--- config.mk ---
export PLATFORM = sky130hd
export DESIGN_NAME = mem_arbiter
export DESIGN_NICKNAME = d
export VERILOG_FILES = /design/src/rtl/mem_arbiter_pkg.sv /design/src/rtl/rr_arbiter2.sv /design/src/rtl/mem_arbiter.sv
export SDC_FILE = /design/constraint.sdc
export NUM_CORES = 1
export LEC_CHECK = 0
export CORE_ASPECT_RATIO = 0.9
export CORE_MARGIN = 10
export CORE_UTILIZATION = 44
export DETAILED_ROUTE_END_ITERATION = 12
export PLACE_DENSITY = 0.87
export SLEW_MARGIN = 15
export SYNTH_ARGS = -nofsm -noshare
export SYNTH_HDL_FRONTEND = slang
export SYNTH_SLANG_ARGS = --single-unit
--- constraint.sdc ---
create_clock -name clk -period 5 [get_ports clk]
set_clock_uncertainty 0.2 [all_clocks]
set_input_delay 1 -clock clk [delete_from_list [all_inputs] [get_ports clk]]
set_output_delay 1 -clock clk [all_outputs]
set_load 0.02 [all_outputs]
--- src/rtl/mem_arbiter_pkg.sv ---
// Shared encodings for the instruction/data cache memory arbiter.
// Request flags and FSM state encodings live here so every file agrees on them.
package mem_arbiter_pkg;

  localparam logic [1:0] RW_NONE  = 2'b00;
  localparam logic [1:0] RW_READ  = 2'b01;
  localparam logic [1:0] RW_WRITE = 2'b10;

  typedef enum logic [1:0] {
    ST_IDLE  = 2'd0,
    ST_ISSUE = 2'd1,
    ST_WAIT  = 2'd2,
    ST_RESP  = 2'd3
  } state_t;

  // 2'b11 is not a request; only a pure read or pure write counts
  function automatic logic rw_valid(input logic [1:0] flag);
    return (flag == RW_READ) || (flag == RW_WRITE);
  endfunction

endpackage

--- src/rtl/rr_arbiter2.sv ---
// Two-requester round-robin grant (icache vs dcache) with a last-grant register
// that only moves when the owning transaction completes.
module rr_arbiter2 #(
  parameter bit DCACHE_FIRST = 1'b1
) (
  input  logic clk,
  input  logic rst,
  input  logic i_req_ic,
  input  logic i_req_dc,
  input  logic i_update,
  input  logic i_upd_dc,
  output logic o_grant_dc
);

  logic r_last_dc;

  // Seeding last-grant with the other port makes the preferred port win the first tie
  always_ff @(posedge clk) begin
    if (!rst) begin
      r_last_dc <= ~DCACHE_FIRST;
    end else if (i_update) begin
      r_last_dc <= i_upd_dc;
    end
  end

  assign o_grant_dc = i_req_dc & (~i_req_ic | ~r_last_dc);

endmodule

--- src/rtl/mem_arbiter.sv ---
// Arbitrates icache and dcache requests onto a single memory port.
// All outputs are registered; one transaction is in flight at a time.
module mem_arbiter
  import mem_arbiter_pkg::*;
#(
  parameter int ADDR_W       = 32,
  parameter int DATA_W       = 32,
  parameter int DCACHE_FIRST = 1
) (
  input  logic              clk,
  input  logic              rst,
  input  logic [1:0]        ic_rw_flag,
  input  logic [ADDR_W-1:0] ic_addr,
  input  logic [DATA_W-1:0] ic_write_data,
  input  logic [3:0]        ic_write_mask,
  output logic [DATA_W-1:0] ic_read_data,
  output logic              ic_busy,
  output logic              ic_done,
  input  logic [1:0]        dc_rw_flag,
  input  logic [ADDR_W-1:0] dc_addr,
  input  logic [DATA_W-1:0] dc_write_data,
  input  logic [3:0]        dc_write_mask,
  output logic [DATA_W-1:0] dc_read_data,
  output logic              dc_busy,
  output logic              dc_done,
  output logic [1:0]        mem_rw_flag,
  output logic [ADDR_W-1:0] mem_addr,
  output logic [DATA_W-1:0] mem_write_data,
  output logic [3:0]        mem_write_mask,
  input  logic [DATA_W-1:0] mem_read_data,
  input  logic              mem_busy,
  input  logic              mem_done
);

  state_t r_state;
  state_t w_state_next;

  logic              r_gnt_dc;
  logic              r_is_read;
  logic [1:0]        r_mem_rw_flag;
  logic [ADDR_W-1:0] r_mem_addr;
  logic [DATA_W-1:0] r_mem_write_data;
  logic [3:0]        r_mem_write_mask;
  logic [DATA_W-1:0] r_ic_read_data;
  logic [DATA_W-1:0] r_dc_read_data;
  logic              r_ic_busy;
  logic              r_dc_busy;
  logic              r_ic_done;
  logic              r_dc_done;

  logic w_ic_req;
  logic w_dc_req;
  logic w_grant_dc;
  logic w_update;
  logic w_complete;
  logic w_start;

  assign w_ic_req = rw_valid(ic_rw_flag);
  assign w_dc_req = rw_valid(dc_rw_flag);
  assign w_start  = (r_state == ST_IDLE) && (w_ic_req || w_dc_req);
  assign w_update = (r_state == ST_RESP);

  rr_arbiter2 #(
    .DCACHE_FIRST (DCACHE_FIRST != 0)
  ) u_rr (
    .clk        (clk),
    .rst        (rst),
    .i_req_ic   (w_ic_req),
    .i_req_dc   (w_dc_req),
    .i_update   (w_update),
    .i_upd_dc   (r_gnt_dc),
    .o_grant_dc (w_grant_dc)
  );

  always_comb begin
    w_state_next = r_state;
    w_complete   = 1'b0;
    case (r_state)
      ST_IDLE:  if (w_ic_req || w_dc_req) w_state_next = ST_ISSUE;
      ST_ISSUE: begin
        // Memory may accept and finish in the same cycle, skipping WAIT
        if (!mem_busy) begin
          w_complete   = mem_done;
          w_state_next = mem_done ? ST_RESP : ST_WAIT;
        end
      end
      ST_WAIT: begin
        if (mem_done) begin
          w_complete   = 1'b1;
          w_state_next = ST_RESP;
        end
      end
      ST_RESP:  w_state_next = ST_IDLE;
      default:  w_state_next = ST_IDLE;
    endcase
  end

  always_ff @(posedge clk) begin
    if (!rst) begin
      r_state          <= ST_IDLE;
      r_gnt_dc         <= 1'b0;
      r_is_read        <= 1'b0;
      r_mem_rw_flag    <= RW_NONE;
      r_mem_addr       <= '0;
      r_mem_write_data <= '0;
      r_mem_write_mask <= '0;
      r_ic_read_data   <= '0;
      r_dc_read_data   <= '0;
      r_ic_busy        <= 1'b0;
      r_dc_busy        <= 1'b0;
      r_ic_done        <= 1'b0;
      r_dc_done        <= 1'b0;
    end else begin
      r_state <= w_state_next;
      // The mem_* registers double as the latched copy of the granted request
      if (w_start) begin
        r_gnt_dc         <= w_grant_dc;
        r_is_read        <= w_grant_dc ? (dc_rw_flag == RW_READ) : (ic_rw_flag == RW_READ);
        r_mem_rw_flag    <= w_grant_dc ? dc_rw_flag    : ic_rw_flag;
        r_mem_addr       <= w_grant_dc ? dc_addr       : ic_addr;
        r_mem_write_data <= w_grant_dc ? dc_write_data : ic_write_data;
        r_mem_write_mask <= w_grant_dc ? dc_write_mask : ic_write_mask;
        r_ic_busy        <= 1'b1;
        r_dc_busy        <= 1'b1;
      end
      if ((r_state == ST_ISSUE) && !mem_busy) begin
        r_mem_rw_flag <= RW_NONE;
      end
      if (w_complete) begin
        if (r_gnt_dc) begin
          r_dc_done <= 1'b1;
          r_dc_busy <= 1'b0;
          if (r_is_read) r_dc_read_data <= mem_read_data;
        end else begin
          r_ic_done <= 1'b1;
          r_ic_busy <= 1'b0;
          if (r_is_read) r_ic_read_data <= mem_read_data;
        end
      end
      if (r_state == ST_RESP) begin
        r_ic_done <= 1'b0;
        r_dc_done <= 1'b0;
        r_ic_busy <= 1'b0;
        r_dc_busy <= 1'b0;
      end
    end
  end

  assign ic_read_data   = r_ic_read_data;
  assign ic_busy        = r_ic_busy;
  assign ic_done        = r_ic_done;
  assign dc_read_data   = r_dc_read_data;
  assign dc_busy        = r_dc_busy;
  assign dc_done        = r_dc_done;
  assign mem_rw_flag    = r_mem_rw_flag;
  assign mem_addr       = r_mem_addr;
  assign mem_write_data = r_mem_write_data;
  assign mem_write_mask = r_mem_write_mask;

endmodule

Word level (Yosys, flattened, before mapping):

Cells that the tools add are included.
Widths: inputs -> output; s select.

* output and inout bits: 138
* word-level logic and storage cells: 63
* register bits after elaboration: 143
* bits of input ports: 176

* eq/ne operators: 10
* reductions and logical operators: 14
* bitwise logic cells: 6
* multiplexer cells: 19

Operators with widths (number)
* $mux 32: 2
* $mux 1: 10
* $reduce_and 3->1: 3
* $eq 2x2->1 const B: 4
* $mux 2: 4
* $pmux 2 s4: 1
* $eq 2x1->1 const B: 3
* $mux 4: 1
* $ne 2x2->1 const B: 2
* $not 1->1: 4
* $reduce_and 2->1: 2
* $reduce_or 2->1: 2
* $logic_or 1x1->1: 3
* $logic_and 1x1->1: 2
* $logic_not 2->1: 1
* $ne 2x1->1 const B: 1
* $pmux 1 s2: 1
* $and 1x1->1: 1
* $logic_not 1->1: 1
* $or 1x1->1: 1

Depth between registers and ports, before layout:

Gate-level depths: netlist of run 1.

* depth after elaboration: 7
* depth in mapped cells: 7
* depth with buffers taken out: 5

Cells and area by module:

From an unflattened synthesis of run 1, not the netlist that was laid out.

* cell total of the unflattened synthesis: 608
* area total of the unflattened synthesis: 6217.2 um2

By module, submodules not included
* mem_arbiter: area each 6173.4 um2, cells each 604, instances 1
* rr_arbiter2: area each 43.8 um2, cells each 4, instances 1

Worst setup path before layout of run 1:

Ideal clock, no wire load.

* path type: input to register
* start point: in dc_rw_flag[1]
* end point: reg r_mem_addr[10], in the netlist mem_addr[10]
* arrival time: 2101 ps
* library setup time: 125 ps
* stages: 7
* data required time: 4675 ps
* path buffers: 3
* path slack: 2573 ps
* cells stage by stage: inv_1 > ha_1 > buf_6 > a21boi_4 > buf_2 > buf_2 > a31oi_1

* longest elaborated chain between the ends: 4

Ends and longest elaborated chain
* start, declared: line mem_arbiter.sv:19 `input logic [1:0] dc_rw_flag,`
* $eq 2x1->1 / $eq 2x2->1 (equally long branches): line mem_arbiter_pkg.sv:18 `return (flag == RW_READ) || (flag == RW_WRITE);`
* $logic_or 1x1->1 (*): line mem_arbiter_pkg.sv:18
* $and 1x1->1 / $logic_or 1x1->1 (equally long branches): line rr_arbiter2.sv:26, mem_arbiter.sv:60
* $mux 32 / $logic_and 1x1->1 (equally long branches): line mem_arbiter.sv:120, mem_arbiter.sv:60
* end signal, assigned: line mem_arbiter.sv:120 `r_mem_addr <= w_grant_dc ? dc_addr : ic_addr;`
* end, declared: line mem_arbiter.sv:41 `logic [ADDR_W-1:0] r_mem_addr;`

Mark *: on every way between the ends. The rest lies on a longest branch, timed or not.
A chain may end at the register's enable or synchronous reset.

Final worst setup path of run 1:

* start point: in dc_rw_flag[1]
* end point: reg r_mem_rw_flag[1], in the netlist mem_rw_flag[1]

* longest elaborated chain between the ends: 4

Ends and longest elaborated chain
* $eq 2x1->1 / $eq 2x2->1 (equally long branches): line mem_arbiter_pkg.sv:18
* $logic_or 1x1->1: line mem_arbiter_pkg.sv:18
* $and 1x1->1 / $logic_or 1x1->1 (equally long branches): line rr_arbiter2.sv:26, mem_arbiter.sv:60
* $mux 2 / $logic_and 1x1->1 (equally long branches): line mem_arbiter.sv:119, mem_arbiter.sv:60
* end signal, assigned: line mem_arbiter.sv:119 `r_mem_rw_flag <= w_grant_dc ? dc_rw_flag : ic_rw_flag;`
* end, declared: line mem_arbiter.sv:40 `logic [1:0] r_mem_rw_flag;`

Several ways; a longest one is shown, not always the timed one.

==> impl_metrics.env, run 1 <==
export IMPL_internal_power_uw=2900
export IMPL_ff_latch_area_mm2=0.00286
export IMPL_num_vias=6286
export IMPL_track_usage_pct=21.8
export IMPL_h_tree_depth=4
export IMPL_postRouteAntennaNets=0
export IMPL_drv_slew=0
export IMPL_seqPwrFrac_pct=34.2
export IMPL_start_util_pct=44.8
export IMPL_worstSetupStartpointType="input pin"
export IMPL_period_needed_ns=3.03
export IMPL_dp_hpwl_um=16100
export IMPL_wire_per_inst_um=18.7
export IMPL_globalRouteOverflowTotal=0
export IMPL_port_buffers=313
export IMPL_dp_cells=1150
export IMPL_worst_setup_path_end_kind="flop"
export IMPL_num_rows=41
export IMPL_cts_root_buf="clkbuf_16"
export IMPL_cts_hold_buf=0
export IMPL_status="finished clean"
export IMPL_syn_area_mm2=0.00626
export IMPL_synth_largest_area_cell="dfxtp_1"
export IMPL_min_path_type="flop to flop"
export IMPL_ys_types=31
export IMPL_most_common_layout_cells="clkdlybuf4s50_1, dfxtp_1, o21ai_0"
export IMPL_tightest_slew_ns=0.990
export IMPL_p_comb_share_pct=34.3
export IMPL_rsz0062_at_grt="false"
export IMPL_fillers=1083
export IMPL_setup_tns_ns=0
export IMPL_die_w_um=146
export IMPL_layout_cells_non_filler=1182
export IMPL_yosysWarnings=0
export IMPL_cts_buffer_depth=2
export IMPL_drc=0
export IMPL_wl_um=22100
export IMPL_cts_tree="built"
export IMPL_synth_top_area_share_pct=45.8
export IMPL_grt_pass1_wl_um=34200
export IMPL_powerDensity_mw_per_mm2=430
export IMPL_avgViaCountPerCell=5.32
export IMPL_fin_crit_sh_pct=60.7
export IMPL_synth_cells=705
export IMPL_core_area_mm2=0.0140
export IMPL_setup_slack_ns=1.97
export IMPL_antenna_cells=0
export IMPL_die_h_um=133
export IMPL_synth_avg_cell_area_um2=8.87
export IMPL_ys_seq_elements=143
export IMPL_cts_setup_buffers=0
export IMPL_fmax_mhz=330
export IMPL_routabilityCongestion=0.820
export IMPL_grt_max_degree=108
export IMPL_io_pins=314
export IMPL_fin_nets=1158
export IMPL_clock_sinks=143
export IMPL_first_pass_iters=5
export IMPL_grt_pass1_vias=6143
export IMPL_area_growth_pct=60.7
export IMPL_crit_fanout=92
export IMPL_final_common_cell="clkdlybuf4s50_1"
export IMPL_synth_area_leaders="dfxtp_1, o21ai_0, mux2i_1"
export IMPL_drv_cap=0
export IMPL_cts_buffers_inserted=17
export IMPL_drive_gt1_share_pct=5.26
export IMPL_drtIter0Drc=433
export IMPL_ys_seq_area_share_pct=45.8
export IMPL_antenna_found_initial=0
export IMPL_path_class="input pin to flop"
export IMPL_p_clk_share_pct=31.5
export IMPL_dp_slack_ns=1.55
export IMPL_dieArea_mm2=0.0194
export IMPL_cp_required_ns=5.13
export IMPL_synth_fp_nets=887
export IMPL_crit_arrival_ns=3.16
export IMPL_swShare_pct=32.8
export IMPL_hold_viol=0
export IMPL_ir_drop_mv=0.313
export IMPL_power_leakage_uw=0.00400
export IMPL_slew_headroom_pct=34.0
export IMPL_p_sw_uw=1420
export IMPL_clk_insertion_delay_late_ns=0.42
export IMPL_multi_input_area_mm2=0.00305
export IMPL_clk_pin_slew_ns=0.06
export IMPL_setup_viol=0
export IMPL_cts_repair_resized=0
## cell type report
cell class	instances	area share, %
clock buffer	19	4.51
clock inverter	13	1.85
inverter	9	0.336
multi-input combinational	481	30.3
sequential	143	28.5
tap	193	2.40
timing repair buffer	324	32.1
## sequential cells by signal, summed over array words and instances (netlist names), 2 cells and up
| signal | count |
|---|---|
| r_state | 2 |
| mem_addr | 32 |
| mem_write_data | 32 |
| mem_rw_flag | 2 |
| mem_write_mask | 4 |
| ic_read_data | 32 |
| dc_read_data | 32 |
## power by group through the flow
stage	sequential (uW)	clock [uW]	combinational, uW
final	1480	1360	1480
after floorplan	1730	0	563
after CTS	1470	1380	1500
after global placement	1490	0	1460
after global routing	1500	1440	1610
after detailed placement	1490	0	1490
## worst paths after layout
check,start,end,slack [ns],cells after the start
worst max-delay path,dc_rw_flag[1],mem_rw_flag[1],1.97,7
worst min-delay path,ic_read_data[18],ic_read_data[18],0.26,2
worst max register to register,r_state[1],ic_read_data[22],2.50,6
worst min register to register,ic_read_data[18],ic_read_data[18],0.26,2
## cells in the mapped netlist
library cell  instances
a31oi_1              69
o32ai_1               1
o2111a_1              1
nand2_1              99
o21ai_2               2
inv_1                 9
nand3b_1             70
buf_6                 3
dfxtp_1             143
o211a_1               3
nand2b_1              3
or3_1                 1
nor2_1                2
and4b_1               1
and2_1                1
clkbuf_1             43
ha_1                  6
a311oi_1              1
a21oi_1               2
nand3_1               2
mux2i_1              66
o21ai_1               1
o21ai_0             140
buf_2                18
nor2b_2               2
o2111ai_1             3
and4_1                1
a21boi_4              1
a311oi_2              1
nor2b_1               2
buf_4                 8
## through the flow
step,hold slack [ns],cell area [um^2],utilization [%],power [uW]
floorplan,0.268,6260,-,2300
global placement,0.235,9410,67.5,2950
detailed placement,0.235,9410,67.5,2980
CTS,0.259,10100,72.0,4360
global route,0.277,10100,72.0,4550
finish,0.257,10100,72.0,4320
## worst max-delay path, stage by stage
cell and delay, ns:
clkdlybuf4s50_1 0.45, inv_1 0.06, ha_4 0.38, a21boi_4 0.21, buf_4 0.62, nor2_1 0.13
a311oi_2 0.27
## layer usage
metal,GRT usage [%],share of wire [%],vias to the layer above
li1,-,-,3072
met1,23.6,38,2936
met2,37.8,51,247
met3,7.92,8.6,31
met4,8.98,2.4,0
met5,0,0,-
## kinds of logic (layout without fill, tap and decap cells)
family                   count (synthesis)  in the layout  share of synthesized area (%)
adder cells (fa/ha/maj)                  6              6                           1.20
multiplexers                            66             66                           10.6
buffers and inverters                   81            365                           6.06
AND/OR/NAND/NOR                        184            184                           15.9
flip-flops                             143            143                           45.8
AO/OA/AOI/OAI                          225            225                           20.5
(Power assumes the default switching activity.)
==> inputs of run 2 (changes only) <==
--- a/config.mk
+++ b/config.mk
@@ -7,9 +7,9 @@
 export LEC_CHECK = 0
 export CORE_ASPECT_RATIO = 0.9
 export CORE_MARGIN = 10
-export CORE_UTILIZATION = 44
+export CORE_UTILIZATION = 37
 export DETAILED_ROUTE_END_ITERATION = 12
-export PLACE_DENSITY = 0.87
+export PLACE_DENSITY = 0.78
 export SLEW_MARGIN = 15
 export SYNTH_ARGS = -nofsm -noshare
 export SYNTH_HDL_FRONTEND = slang
==> constraint.sdc (replaced) <==
create_clock -name clk -period 2.65 [get_ports clk]
set_clock_uncertainty 0.2 [all_clocks]
set_input_delay 0.53 -clock clk [delete_from_list [all_inputs] [get_ports clk]]
set_output_delay 0.53 -clock clk [all_outputs]
set_load 0.02 [all_outputs]
==> run 2 against run 1 <==
  * Register-to-register slack lost 2.0 ns
  * Total power grew 92%
  * Critical path depth rose by 1
  * Via count fell by 1.5%
  * Worst setup slack got worse by 1.5 ns
  * Sequential power grew 88%
  * Clock power increased by 82%
  * Non-clock buffer count rose by 12
  * Combinational power increased by 110%
  * Global-route usage decreased by 3.5 points
  * Routed wire length decreased by 1.9%
==> impl_metrics.env, run 2 (synthesis gave the netlist of run 1 again) <==
export IMPL_status="finished clean"
export IMPL_critical_path_most_common_cell="buf_12"
export IMPL_num_rows=45
export IMPL_crit_chain="clkdlybuf4s50_1 -> inv_1 -> ha_1 -> a21boi_4 -> buf_12 -> buf_12 -> o21ai_0 -> a31oi_1"
export IMPL_dpl_cell_area_mm2=0.00968
export IMPL_power_leakage_uw=0.00412
export IMPL_area_growth_pct=64.4
export IMPL_min_path_type="flop to flop"
export IMPL_dp_hpwl_um=16200
export IMPL_num_vias=6193
export IMPL_period_needed_ns=2.16
export IMPL_cts_setup_buffers=0
export IMPL_fin_area_mm2=0.0103
export IMPL_globalRouteOverflowTotal=0
export IMPL_setup_viol=0
export IMPL_cts_hold_buf=0
export IMPL_avgViaCountPerCell=5.11
export IMPL_cp_required_ns=2.78
export IMPL_powerDensity_mw_per_mm2=805
export IMPL_die_w_um=157
export IMPL_grt_pass1_wl_um=33000
export IMPL_slew_headroom_pct=71.2
export IMPL_rsz0062_at_grt="false"
export IMPL_crit_slowest_cell="clkdlybuf4s50_1"
export IMPL_clk_insertion_delay_late_ns=0.42
export IMPL_max_stage_delay_ns=0.47
export IMPL_worst_setup_path_end_kind="flop"
export IMPL_final_common_cell="clkdlybuf4s50_1"
export IMPL_routabilityCongestion=0.802
export IMPL_drv_slew=0
export IMPL_wire_per_inst_um=17.9
export IMPL_most_common_layout_cells="clkdlybuf4s50_1, dfxtp_1, o21ai_0"
export IMPL_path_class="input pin to flop"
export IMPL_track_usage_pct=18.3
export IMPL_first_pass_iters=5
export IMPL_setup_tns_ns=0
export IMPL_grt_pass1_vias=6249
export IMPL_utilization_pct=61.5
export IMPL_antenna_cells=0
export IMPL_tightest_slew_ns=0.430
export IMPL_worst_path_buf_inv=4
export IMPL_cts_repair_resized=0
export IMPL_clock_sinks=143
export IMPL_start_util_pct=37.4
export IMPL_drive_gt1_share_pct=6.29
export IMPL_wl_um=21700
export IMPL_drv_cap=0
export IMPL_worst_hold_slack_ns=0.244
export IMPL_fmax_mhz=464
export IMPL_io_pins=314
export IMPL_antenna_found_initial=0
export IMPL_fin_crit_sh_pct=81.4
export IMPL_grt_max_degree=73
export IMPL_cts_tree="built"
export IMPL_core_area_mm2=0.0167
export IMPL_fin_nets=1170
export IMPL_worstSetupStartpointType="input pin"
export IMPL_die_h_um=143
export IMPL_h_tree_depth=4
export IMPL_cts_buffer_depth=2
export IMPL_cts_buffers_inserted=17
export IMPL_crit_fanout=26
export IMPL_ir_drop_mv=0.442
export IMPL_drtIter0Drc=270
export IMPL_hold_viol=0
export IMPL_cts_root_buf="clkbuf_16"
export IMPL_postRouteAntennaNets=0
export IMPL_crit_arrival_ns=2.29
export IMPL_clk_pin_slew_ns=0.06
export IMPL_crit_family="buffers and inverters"
export IMPL_port_buffers=313
export IMPL_drc=0
export IMPL_dieArea_mm2=0.0225
-- run 2: changes by cell type in the layout (fill, tap and decap cells not counted), moves of 2 or more --
cell | before | now
buf_12 | 1 | 13
inv_6 | 1 | 4
clkbuf_8 | 2 | 0
clkinvlp_4 | 4 | 2
-- run 2: cell type report --
class / count / area, um^2
Clock inverter: 14 / 183
Clock buffer: 18 / 429
Sequential cell: 143 / 2860
Multi-Input combinational cell: 481 / 3050
Timing Repair Buffer: 336 / 3470
Inverter: 9 / 33.8
Tap cell: 211 / 264
Fill cell: 1415 / 6430
-- run 2: routing by layer --
layer,wire length (um),share of wire (%),vias up,track usage [%]
met5,0,0,-,0
met4,457,2.1,0,5.95
met3,1820,8.4,27,6.30
met2,10900,50,210,32.4
met1,8560,39,2864,20.1
li1,-,-,3092,-
-- run 2: worst register-to-register path, cell delays in order (launching register included) --
cell	delay (ns)
dfxtp_1	0.40
inv_1	0.10
ha_1	0.36
and4_1	0.25
o21ai_4	0.18
buf_12	0.28
mux2i_1	0.28
-- run 2: stage by stage --
stage / total power [uW] / setup slack (ns) / std cells
3_3_place_gp: 5830 / 0.111 / 1180
4_1_cts: 8380 / 0.467 / 1212
6_report: 8280 / 0.493 / 1212
5_1_grt: 8730 / 0.396 / 1212
3_5_place_dp: 5870 / 0.0601 / 1180
2_1_floorplan: 4330 / 0.693 / 705
-- run 2: final timing paths --
check / start / endpoint / slack, ns / depth (start not counted)
worst max-delay path: ic_rw_flag[1] / mem_addr[8] / 0.49 / 8
worst min-delay path: dc_done / dc_done / 0.24 / 2
worst max register to register: r_state[0] / dc_read_data[9] / 0.52 / 6
worst min register to register: dc_done / dc_done / 0.24 / 2
-- run 2: report_power, final --
group	switching, uW	internal (uW)
clock	968	1500
sequential	208	2570
combinational	1550	1480
==> RTL edit (flow settings as in run 2) <==
The 4 states of `state_t` get a Gray code encoding in 2 bits.
--- a/src/rtl/mem_arbiter_pkg.sv
+++ b/src/rtl/mem_arbiter_pkg.sv
@@ -8,8 +8,8 @@
 
   typedef enum logic [1:0] {
-    ST_IDLE  = 2'd0,
-    ST_ISSUE = 2'd1,
-    ST_WAIT  = 2'd2,
-    ST_RESP  = 2'd3
+    ST_IDLE  = 2'b00,
+    ST_ISSUE = 2'b01,
+    ST_WAIT  = 2'b11,
+    ST_RESP  = 2'b10
   } state_t;
 
Function: same outputs for any inputs over 4 cycles, from zero or initial values and one cycle with rst low; so few cycles prove little.
==> RTL edit against run 2 <==
  * Routed wire length grew 6.0%
  * Sequential cell count is the same
  * Worst setup slack lost 0.086 ns
  * Final area shrank 3.2%
  * Area after synthesis shrank 4.8%
  * Die area shrank 4.2%
Power is not compared: it rests on default switching activity, and its combinational part moved more than twofold at a synthesized area within 25%.
==> RTL edit: results (changes against run 2) <==
• 875 — syn nets, -1.4%
• 6359 — DR vias, +2.7%
• 48.1% — sequential share of the synthesized area, +2.3 points
• 0.00996 sq mm — final cell area excluding filler cells, -3.2%
• 34 — worst-path fanout max, +31%
• 23.0 mm — total wire length after detailed routing, +6.0%
• finished, final reports clean — outcome
• 1306 — fillcell total, -7.7%
• 66.3% — max_slew headroom, -4.9 points
• 11.8 mm — routed wire length on met2, +8.4%
• 6191 — via count of the first global-routing pass, -0.93%
• sky130_fd_sc_hd__dfxtp_1, sky130_fd_sc_hd__o21ai_0, sky130_fd_sc_hd__nand2_1 — top post-synthesis cells by count
• 5.33 — vias per cell, +4.4%
• 0.00937 sq mm — Post-DP Area, -3.1%
• 34.1% — met2 Track Usage GR, +1.7 points
• sky130_fd_sc_hd__dfxtp_1, sky130_fd_sc_hd__o21ai_0, sky130_fd_sc_hd__mux2i_1, sky130_fd_sc_hd__a31oi_1, sky130_fd_sc_hd__nand2_1 — biggest area contributors in the synthesized netlist
• 9.21 mm — sum of routed wire segments on met1, +7.6%
• compound AO/OA/AOI/OAI gates — kind of cell with the highest combined delay on the critical path
• 0.853 — final weighted congestion in routability-driven placement, +6.4%
• 6.26% — layout cell share with drive strength beyond 1, -0.031 points
• 1.62 mm — sum of met3 wire segment lengths after detailed routing, -11%
• 50 — pin count of the biggest net entering global routing, -32%
• 1160 — Placed Cells incl. Taps, -1.7%
• 35.3 mm — global-route wire length before repair, +6.8%
• 697 — Cells after Synth, -1.1%
• 16.6 mm — HPWL after detailed placement, +2.4%
• 20.0% — Overall Global Routing Usage, +1.7 points
-- RTL edit: cell count changes after synthesis, sizes merged, moves of 5 or more --
cell | before | now
buf | 29 | 21
inv | 9 | 4
clkbuf | 43 | 51
a21oi | 2 | 69
nand3b | 70 | 0
-- RTL edit: logic make-up (layout without fill, tap and decap cells) --
group / after synthesis / count (layout) / synth area share, %
AO/OA/AOI/OAI: 290 / 290 / 26.3
adder cells (fa/ha/maj): 2 / 2 / 0.420
buffers and inverters: 76 / 369 / 5.65
flip-flops: 143 / 143 / 48.1
multiplexers: 65 / 65 / 10.9
AND/OR/NAND/NOR: 121 / 121 / 8.59
-- RTL edit: area by class of cell --
type	count	area share, %
clock buffers	18	4.31
inverters	4	0.151
repair buffers	333	34.7
well taps	202	2.54
multi-input cells	478	28.0
flip-flops and latches	143	28.7
clock inverters	14	1.57
-- RTL edit: worst paths after layout --
kind | start | endpoint | slack [ns] | cells past startpoint
hold reg to reg | ic_read_data[21]$_SDFFE_PN0P_ | ic_read_data[21]$_SDFFE_PN0P_ | 0.25 | 2
hold / removal | ic_read_data[21]$_SDFFE_PN0P_ | ic_read_data[21]$_SDFFE_PN0P_ | 0.25 | 2
setup reg to reg | r_state[1]$_SDFFE_PN0P_ | ic_read_data[2]$_SDFFE_PN0P_ | 0.90 | 4
setup / recovery | ic_rw_flag[1] | mem_addr[2]$_SDFFE_PN0P_ | 0.41 | 7
-- RTL edit: report_power, final --
group / leakage, nW / internal, mW / total (mW) / switching, mW
logic: 2.06 / 0.751 / 1.51 / 0.757
clock network: 0.274 / 1.40 / 2.40 / 0.996
registers: 1.17 / 2.33 / 2.42 / 0.0968
total: 3.50 / 4.48 / 6.33 / 1.85
